<file path="src/rtl/touch_spi_responder_pkg.sv">
// touch_spi_pkg: shared states, channel addresses and frame constants for the touch SPI responder
package touch_spi_pkg;
    typedef enum logic [1:0] {HUNT, CMD, DATA} state_t;
    localparam logic [2:0] CH_X  = 3'b101;
    localparam logic [2:0] CH_Y  = 3'b001;
    localparam logic [2:0] CH_Z1 = 3'b011;
    localparam logic [2:0] CH_Z2 = 3'b100;
    localparam int START = 7;
    localparam int MODE = 3;
    localparam int PD0 = 0;
    localparam int FRAME_BITS = 16;
endpackage

</file>
<file path="src/rtl/touch_spi_responder_if.sv">
// touch_spi_responder_if: touch SPI link between master and responder
interface touch_spi_responder_if;
    logic i_cs;
    logic i_sck;
    logic i_sdi;
    logic o_sdo;
    logic o_irq;
    modport master(output i_cs, i_sck, i_sdi, input o_sdo, o_irq);
    modport slave(input i_cs, i_sck, i_sdi, output o_sdo, o_irq);
endinterface

</file>
<file path="src/rtl/touch_spi_responder_result_mux.sv">
// touch_result_mux: selects the addressed channel and formats it as a 12- or 8-bit frame
module touch_result_mux
    import touch_spi_pkg::*;
#(
    parameter int RES_W = 12,
    parameter logic [RES_W-1:0] AUX_VALUE = 12'h800
) (
    input  logic [2:0]            ch,
    input  logic                  mode8,
    input  logic [RES_W-1:0]      x,
    input  logic [RES_W-1:0]      y,
    input  logic [RES_W-1:0]      z1,
    input  logic [RES_W-1:0]      z2,
    output logic [FRAME_BITS-1:0] frame
);
    logic [RES_W-1:0] res;
    // channel select, then left-align the result behind a leading zero bit
    always_comb begin
        res = ch == CH_X ? x : ch == CH_Y ? y : ch == CH_Z1 ? z1 : ch == CH_Z2 ? z2 : AUX_VALUE;
        frame = mode8 ? {1'b0, res[RES_W-1 -: 8], 7'd0} : {1'b0, res, {(FRAME_BITS-1-RES_W){1'b0}}};
    end
endmodule

</file>
<file path="src/rtl/touch_spi_responder.sv">
// touch_spi_responder: XPT2046-style touch controller slave model for loopback and bring-up
module touch_spi_responder
    import touch_spi_pkg::*;
#(
    parameter int RES_W = 12,
    parameter logic [RES_W-1:0] AUX_VALUE = 12'h800
) (
    input  logic                 clk_1MHz,
    input  logic                 rst,
    touch_spi_responder_if.slave spi,
    output logic                 o_busy,
    input  logic                 i_pen_down,
    input  logic [RES_W-1:0]     i_x,
    input  logic [RES_W-1:0]     i_y,
    input  logic [RES_W-1:0]     i_z1,
    input  logic [RES_W-1:0]     i_z2,
    output logic [7:0]           o_cmd,
    output logic                 o_cmd_valid
);
    state_t state, state_nx;
    logic sck_q, rise, last_cmd, last_data, irq_en;
    logic [2:0] bitcnt;
    logic [3:0] dcnt;
    logic [7:0] cmd_sr, cmd_nx;
    logic [FRAME_BITS-1:0] out_sr, frame;
    assign rise = spi.i_sck & ~sck_q & ~spi.i_cs;
    assign last_cmd = state == CMD && rise && bitcnt == 3'd7;
    assign last_data = state == DATA && rise && dcnt == 4'(FRAME_BITS-1);
    assign cmd_nx = cmd_sr | ({7'd0, spi.i_sdi} << (3'(START) - bitcnt));
    touch_result_mux #(.RES_W(RES_W), .AUX_VALUE(AUX_VALUE)) u_mux (
        .ch(cmd_nx[6:4]),
        .mode8(cmd_nx[MODE]),
        .x(i_x),
        .y(i_y),
        .z1(i_z1),
        .z2(i_z2),
        .frame(frame)
    );
    // state register
    always_ff @(posedge clk_1MHz) begin
        if (rst) state <= HUNT;
        else state <= state_nx;
    end
    // next state: deselect always returns to HUNT
    always_comb begin
        state_nx = state;
        if (spi.i_cs) state_nx = HUNT;
        else if (state == HUNT && rise && spi.i_sdi) state_nx = CMD;
        else if (last_cmd) state_nx = DATA;
        else if (last_data) state_nx = HUNT;
    end
    // command capture, frame shifting, busy and pen interrupt
    always_ff @(posedge clk_1MHz) begin
        if (rst) begin
            sck_q <= 1'b0;
            spi.o_sdo <= 1'b0;
            spi.o_irq <= 1'b1;
            o_busy <= 1'b0;
            o_cmd <= 8'h00;
            o_cmd_valid <= 1'b0;
            irq_en <= 1'b1;
            bitcnt <= '0;
            dcnt <= '0;
            cmd_sr <= '0;
            out_sr <= '0;
        end else begin
            sck_q <= spi.i_sck;
            o_cmd_valid <= last_cmd;
            spi.o_irq <= ~(i_pen_down & irq_en & spi.i_cs);
            if (spi.i_cs) begin
                spi.o_sdo <= 1'b0;
                o_busy <= 1'b0;
                bitcnt <= '0;
                dcnt <= '0;
                cmd_sr <= '0;
            end else if (rise) begin
                case (state)
                    HUNT: if (spi.i_sdi) begin
                        cmd_sr <= 8'd1 << START;
                        bitcnt <= 3'd1;
                    end
                    CMD: begin
                        cmd_sr <= cmd_nx;
                        bitcnt <= bitcnt + 3'd1;
                        if (bitcnt == 3'd7) begin
                            o_cmd <= cmd_nx;
                            out_sr <= frame;
                            o_busy <= 1'b1;
                            irq_en <= ~cmd_nx[PD0];
                            dcnt <= '0;
                        end
                    end
                    DATA: begin
                        out_sr <= out_sr << 1;
                        spi.o_sdo <= out_sr[FRAME_BITS-2];
                        o_busy <= 1'b0;
                        dcnt <= dcnt + 4'd1;
                    end
                    default: ;
                endcase
            end
        end
    end
endmodule

</file>
<file path="src/flat_wrapper.sv">
// flat-port wrapper written by rule: the top's interface ports become plain ports
module touch_spi_responder_flat import touch_spi_pkg::*;
#(
    parameter int RES_W = 12,
    parameter logic [RES_W-1:0] AUX_VALUE = 12'h800
)
  (clk_1MHz, rst, o_busy, i_pen_down, i_x, i_y, i_z1, i_z2, o_cmd, o_cmd_valid, spi_i_cs, spi_i_sck, spi_i_sdi, spi_o_sdo, spi_o_irq);
  touch_spi_responder_if spi_i ();
  input  logic clk_1MHz;
  input  logic rst;
  output logic o_busy;
  input  logic i_pen_down;
  input  logic [RES_W-1:0] i_x;
  input  logic [RES_W-1:0] i_y;
  input  logic [RES_W-1:0] i_z1;
  input  logic [RES_W-1:0] i_z2;
  output logic [7:0] o_cmd;
  output logic o_cmd_valid;
  input wire logic [$bits(spi_i.i_cs)-1:0] spi_i_cs;
  input wire logic [$bits(spi_i.i_sck)-1:0] spi_i_sck;
  input wire logic [$bits(spi_i.i_sdi)-1:0] spi_i_sdi;
  output wire logic [$bits(spi_i.o_sdo)-1:0] spi_o_sdo;
  output wire logic [$bits(spi_i.o_irq)-1:0] spi_o_irq;
  assign spi_i.i_cs = spi_i_cs;
  assign spi_i.i_sck = spi_i_sck;
  assign spi_i.i_sdi = spi_i_sdi;
  assign spi_o_sdo = spi_i.o_sdo;
  assign spi_o_irq = spi_i.o_irq;
  touch_spi_responder #(.RES_W(RES_W), .AUX_VALUE(AUX_VALUE)) u_core (.clk_1MHz(clk_1MHz), .rst(rst), .spi(spi_i), .o_busy(o_busy), .i_pen_down(i_pen_down), .i_x(i_x), .i_y(i_y), .i_z1(i_z1), .i_z2(i_z2), .o_cmd(o_cmd), .o_cmd_valid(o_cmd_valid));
endmodule
</file>
<file path="config.mk">
export PLATFORM = sky130hd
export DESIGN_NAME = touch_spi_responder_flat
export DESIGN_NICKNAME = d
export VERILOG_FILES = /design/src/rtl/touch_spi_responder_pkg.sv /design/src/rtl/touch_spi_responder_if.sv /design/src/rtl/touch_spi_responder_result_mux.sv /design/src/rtl/touch_spi_responder.sv /design/src/flat_wrapper.sv
export SDC_FILE = /design/constraint.sdc
export NUM_CORES = 1
export LEC_CHECK = 0
export CAP_MARGIN = 20
export CORE_MARGIN = 4
export CORE_UTILIZATION = 45
export CTS_CLUSTER_DIAMETER = 60
export DETAILED_ROUTE_END_ITERATION = 10
export GPL_TIMING_DRIVEN = 0
export PLACE_DENSITY = 0.76
export SYNTH_ARGS = -nofsm -noshare
export SYNTH_HDL_FRONTEND = slang
export SYNTH_SLANG_ARGS = --single-unit
</file>
<file path="constraint.sdc">
create_clock -name clk_1MHz -period 3.76 [get_ports clk_1MHz]
set_input_delay 0.376 -clock clk_1MHz [delete_from_list [all_inputs] [get_ports clk_1MHz]]
set_output_delay 0.376 -clock clk_1MHz [all_outputs]
set_load 0.005 [all_outputs]
</file>
### After elaboration in Yosys (flattened, before gate mapping)

Index checks and enable logic that the tools add are counted.

* output and inout bits: 12
* bits in registers: 46
* input port bits: 54

* add/subtract/negate cells: 3
* shift-type cells: 1
* eq/ne operators: 10
* reduce and logical (&&, ||, !) cells: 18
* muxes and demuxes: 18
* bitwise logic cells: 9

Operators by type and width (count)
* $mux 12: 4
* $pmux 15 s2: 1
* $pmux 8 s2: 1
* $mux 15: 1
* $eq 3x3->1 const B: 3
* $mux 8: 1
* $or 8x8->8: 1
* $pmux 4 s2: 1
* $reduce_and 4->1: 2
* $shl 1x3->8: 1
* $mux 7: 1
* $logic_and 1x1->1: 6
* $pmux 3 s2: 1
* $reduce_and 3->1: 2
* $reduce_bool 2->1: 3
* $add 4x1->4 const B: 1
* $and 1x1->1: 4
* $eq 4x4->1 const B: 1
* $mux 2: 2
* $mux 4: 1
* $ne 2x2->1 const B: 2
* $not 1->1: 4
* $add 3x1->3 const B: 1
* $eq 3x1->1 const B: 1
* 12 further kinds: 13

### Depth between registers and ports, before layout

* depth after elaboration: 11
* gate-level depth with buffers: 8
* depth with buffers taken out: 7

### Modules after synthesis

From an unflattened synthesis, not the netlist that was laid out.

* cell total of the unflattened synthesis: 287
* area total of the unflattened synthesis: 2511.2 um^2

Modules (own cells, without submodules)
* touch_spi_responder: cells each 231, times used 1, area each 2045.7 um^2
* touch_result_mux: cells each 56, times used 1, area each 465.4 um^2

### Least setup slack after synthesis

Ideal clock, no wire load.

* path type: input port to flip-flop
* start: in spi_i_cs
* end: reg u_core.cmd_sr[4]
* setup slack: 1913 ps
* library setup time: 128 ps
* stages on the path: 6
* data arrival time: 1720 ps
* cells stage by stage: or3b_4 > or3_1 > buf_2 > or2_1 > a22oi_1 > nor2_1

* word-level cells in the longest chain between the ends: 3
* elaborated cells between the ends (all ways): 4
* classes of those cells: 2 x bitwise; 2 x reduce/logical

Ends and longest elaborated chain
* start, declared: line flat_wrapper.sv:19 `input wire logic [$bits(spi_i.i_cs)-1:0] spi_i_cs;`
* $not 1->1 (no source line)
* $and 1x1->1: line touch_spi_responder.sv:26 `assign rise = spi.i_sck & ~sck_q & ~spi.i_cs;`
* $reduce_and 3->1 (no source line)
* end signal, assigned: line touch_spi_responder.sv:79 `cmd_sr <= 8'd1 << START;`
* end signal, assigned: line touch_spi_responder.sv:83 `cmd_sr <= cmd_nx;`
* end, declared: line touch_spi_responder.sv:24 `logic [7:0] cmd_sr, cmd_nx;`

Parallel ways exist; a longest one is shown, timed or not.
A chain may end at the register's enable or synchronous reset.

### Worst setup path after layout

* start: in spi_i_sck
* end: reg u_core.out_sr[10]

* word-level cells in the longest chain between the ends: 3

Ends and longest elaborated chain
* start, declared: line flat_wrapper.sv:20 `input wire logic [$bits(spi_i.i_sck)-1:0] spi_i_sck;`
* $and 1x1->1 (2 in a row): line touch_spi_responder.sv:26
* $reduce_and 4->1 (no source line)
* end signal, assigned: line touch_spi_responder.sv:87 `out_sr <= frame;`
* end signal, assigned: line touch_spi_responder.sv:94 `out_sr <= out_sr << 1;`
* end, declared: line touch_spi_responder.sv:25 `logic [FRAME_BITS-1:0] out_sr, frame;`

No other way between the ends.

==> results.md <==
Placed design:
- The placer congestion estimate is 0.886.
- Counting tap cells, the placed design contains a total of 428 instances.
- The count of buffers added on input and output ports is 65.
- Detailed placement finished with a half-perimeter wire length of 5260 um.

Setup path:
- The critical path contains buffers and inverters numbering 2 combined.
- The delay contributed by the slowest stage of the critical path is 0.51 ns.
- The signal on the critical path passes through clkdlybuf4s50_1 -> nor3b_1 -> o21ai_1 -> clkbuf_1 -> a21oi_1 -> nand3_1 -> o221a_1.
- Data on the critical path is required at its endpoint by 3.95 ns.
- The slowest stage cell on the critical path is clkdlybuf4s50_1.
- The worst setup path is of the input pin to register kind.
- The arrival time at the worst endpoint is 2.50 ns.
- Along the worst path, the maximum fanout reaches 10.
- STA classifies the critical path startpoint as an input pin.
- The cell family with the largest share of critical-path delay is buffers and inverters.
- The endpoint class of the critical path is a register.

Timing:
- The worst path uses 61.4% of the clock period.
- The hold violation total from the final report is 0.
- The sum of negative setup slack is 0 ns.
- The worst relative slew slack is 58.1%.
- Setup violations remaining at the end of the flow were counted as 0.
- The clock period could shrink to 2.31 ns.
- Setup repair after global routing left no endpoint under its margin.
- For the pin with the worst max-slew slack, the measured transition is 0.626 ns.
- Across the routed clock network, the largest skew measured is 0.00420 ns.
- The final count of pins violating max slew is 0.
- The worst hold slack after final layout is 0.437 ns.
- For this run, the top clock speed supported by timing is 0.433 GHz.

Logic synthesis:
- After synthesis, the cell types taking the most area are dfxtp_1, nor2_1, a21oi_1, nand3_1, nor3_1.
- The cell area after synthesis is 0.00238 sq mm.
- In the synthesized netlist, the cells that appear most often are nor2_1, dfxtp_1, a21oi_1.
- The main combinational cell family by area after synthesis is simple AND/OR/NAND/NOR gates.
- The most frequently used cell type in the post-synthesis netlist is nor2_1.
- The average size of a mapped cell is 8.14 sq um.
- The share of the Yosys chip area taken by registers is 36.1%.
- The number of different library cells used by synthesis comes to 59.
- The multiplexer share of the synthesized area is 1.36%.
- The async set-or-reset flop fraction in the synthesized netlist is 0%.
- The leading area contributor after synthesis is dfxtp_1.
- Synthesis handed over a netlist of 293 instances.
- Of the total synthesized cell area, the portion taken by full adders, half adders and majority gates is 1.57%.
- The share of synthesized area in the top cell type comes to 36.1%.
- The total number of yosys warnings is 0.
- In this run, synthesis inferred 0 flip-flops with an integrated enable.
- The total of flip-flops plus latches after synthesis is 43.
- The post-synthesis share of cell area spent on and, or, nand and nor gates is 29.2%.
- The number of nets in the synthesized netlist is 350.
- The compound-cell area share of the yosys netlist is 25.9%.
- The main flop type after synthesis is dfxtp_1.
- Summing the areas of all xor and xnor instances in the mapped netlist gives 0% of the synthesized area.

Route:
- The first-iteration detailed-routing DRC count is 137.
- The routed wire length is 6960 um.
- The routed layout has 2,428 vias.
- The remaining antenna violation count is 0.
- The detailed-routing iteration count for the pre-antenna-repair pass is 4.
- The number of vias per cell is 5.57.
- The number of design rule violations left after detail routing is 0.
- After detailed routing, the average wire length per cell comes to 16.0 um.

Floorplan:
- In this run the core area contains 26 standard-cell rows.
- In this run the horizontal extent of the chip is 80.8 um.
- Pin placement for this block handled 66 I/O pins.
- The floorplan step set the die height to 80.8 um.
- The starting utilization of the core area is 46.7%.
- The die covers 0.00653 sq mm.
- The core box area is 0.00511 sq mm.

Flow run:
- Max-cap violations in this run came to 0.

Status:
- The flow ran to the end, and the final reports show no timing, DRC or antenna violations.

Global routing:
- The number of antenna violations at the first check in global routing is 0.
- The first global-routing pass estimated 11,400 um of wire.
- The via count of the first global-routing pass is 2,363.
- The combined global-route utilization of all metal layers is 22.4%.
- The maximum number of pins on one net before global-route repair is 14.
- The overflow left after global routing is 0.

Layout:
- The post-layout net count is 422.
- The post-route netlist has 9.29% of its cells at a drive strength greater than 1.
- The diode insertion count for antenna repair is 0.
- The area growth from synthesis to layout is 36.5%.
- Once layout is complete, the cells apart from fillers number 436.

Power and ir drop:
- The analysis attributes to cell leakage a power of 1.15 nW.
- The power per standard cell area is 301 mW/mm^2.
- The largest vdd supply drop is 0.214 mV.
- Power comes to 0.000979 W.

Clock network:
- The clock-pin slew of the registers on the worst-case setup and hold paths is 0.09 ns.
- The number of setup buffers added after CTS is 0.
- The clock tree synthesis step divided the H-tree into 2 levels.
- Clock tree synthesis selected as its root buffer the cell clkbuf_8.
- The later pin in the worst-skew pair is clocked with a latency of 0.29 ns.
- In this run, post-CTS repair resized a total of 0 instances.
- In this run, post-CTS hold repair placed 0 buffers.
- No sink is reached through more buffers than the 2 on the longest clock path.
- The TritonCTS buffer count is 5.
- The total clock sinks is 43.
- TritonCTS built the clock tree.

Worst hold path:
- The path class of the tightest hold or removal check is register to register.
## cell type report
class | count | area, sq um
inverter | 6 | 22.5
clock inverter | 2 | 60.1
tap | 70 | 87.6
clock buffer | 6 | 72.6
timing repair buffer | 65 | 651
sequential | 43 | 861
buffer | 23 | 119
fill | 464 | 1850
multi-input combinational | 221 | 1380
## report_power, final
part           total [W]  internal [W]  switching [W]
Clock           0.000431      0.000266       0.000165
Sequential      0.000458      0.000457     0.00000108
Combinational  0.0000906     0.0000590      0.0000315
Total           0.000979      0.000781       0.000198
## per-layer routing
metal  vias to the layer above  part of all wire [%]  global-route usage [%]
met3                         6                   4.9                    4.43
met5                         -                     0                       0
met4                         0                  0.83                    4.39
met2                        54                    48                    37.5
li1                       1218                     -                       -
met1                      1150                    47                    30.1
## cells in the final DEF, fill, tap and decap left out, types with 3 or more instances in the layout
cell type	n
clkdlybuf4s50_1	65
nor2_1	46
dfxtp_1	43
a21oi_1	22
nand3_1	18
nor3_1	16
o21ai_0	12
clkbuf_1	11
nand2_1	9
buf_2	8
a22oi_1	8
and2_1	8
a211oi_1	7
inv_1	6
o221a_1	6
and3_1	5
clkbuf_8	5
buf_4	4
o21a_1	4
nand2b_1	3
nand3b_1	3
ha_1	3
## kinds of logic after synthesis
group,count (synthesis)
simple gates,129
flops,43
compound gates,86
fa+ha+maj,3
mux,3
buf+inv,29
## path summary, 6_finish.rpt
check              startpoint                end  slack (ns)  cells after the start
min reg2reg     u_core.irq_en   u_core.spi.o_irq        0.44                      1
max reg2reg  u_core.bitcnt[0]  u_core.out_sr[10]        1.51                      8
min             u_core.irq_en   u_core.spi.o_irq        0.44                      1
max                 spi_i_sck  u_core.out_sr[10]        1.45                      7
## per-stage QoR
stage          cell area [sq um]  setup slack (ns)  utilization (%)
4_1_cts                     3260              1.44             63.7
5_1_grt                     3260              1.16             63.7
6_report                    3260              1.45             63.7
2_1_floorplan               2380              1.91                -
3_3_place_gp                3120              1.11             61.1
3_5_place_dp                3120              1.14             61.1
## state kept, by name, indices dropped and copies added (netlist names)
signal              cells
u_core.spi.o_irq        1
u_core.cmd_sr           8
u_core.o_cmd_valid      1
u_core.out_sr          12
u_core.irq_en           1
u_core.o_cmd            8
u_core.spi.o_sdo        1
u_core.sck_q            1
u_core.dcnt             4
u_core.state            2
u_core.bitcnt           3
u_core.o_busy           1
(Power assumes the default switching activity.)
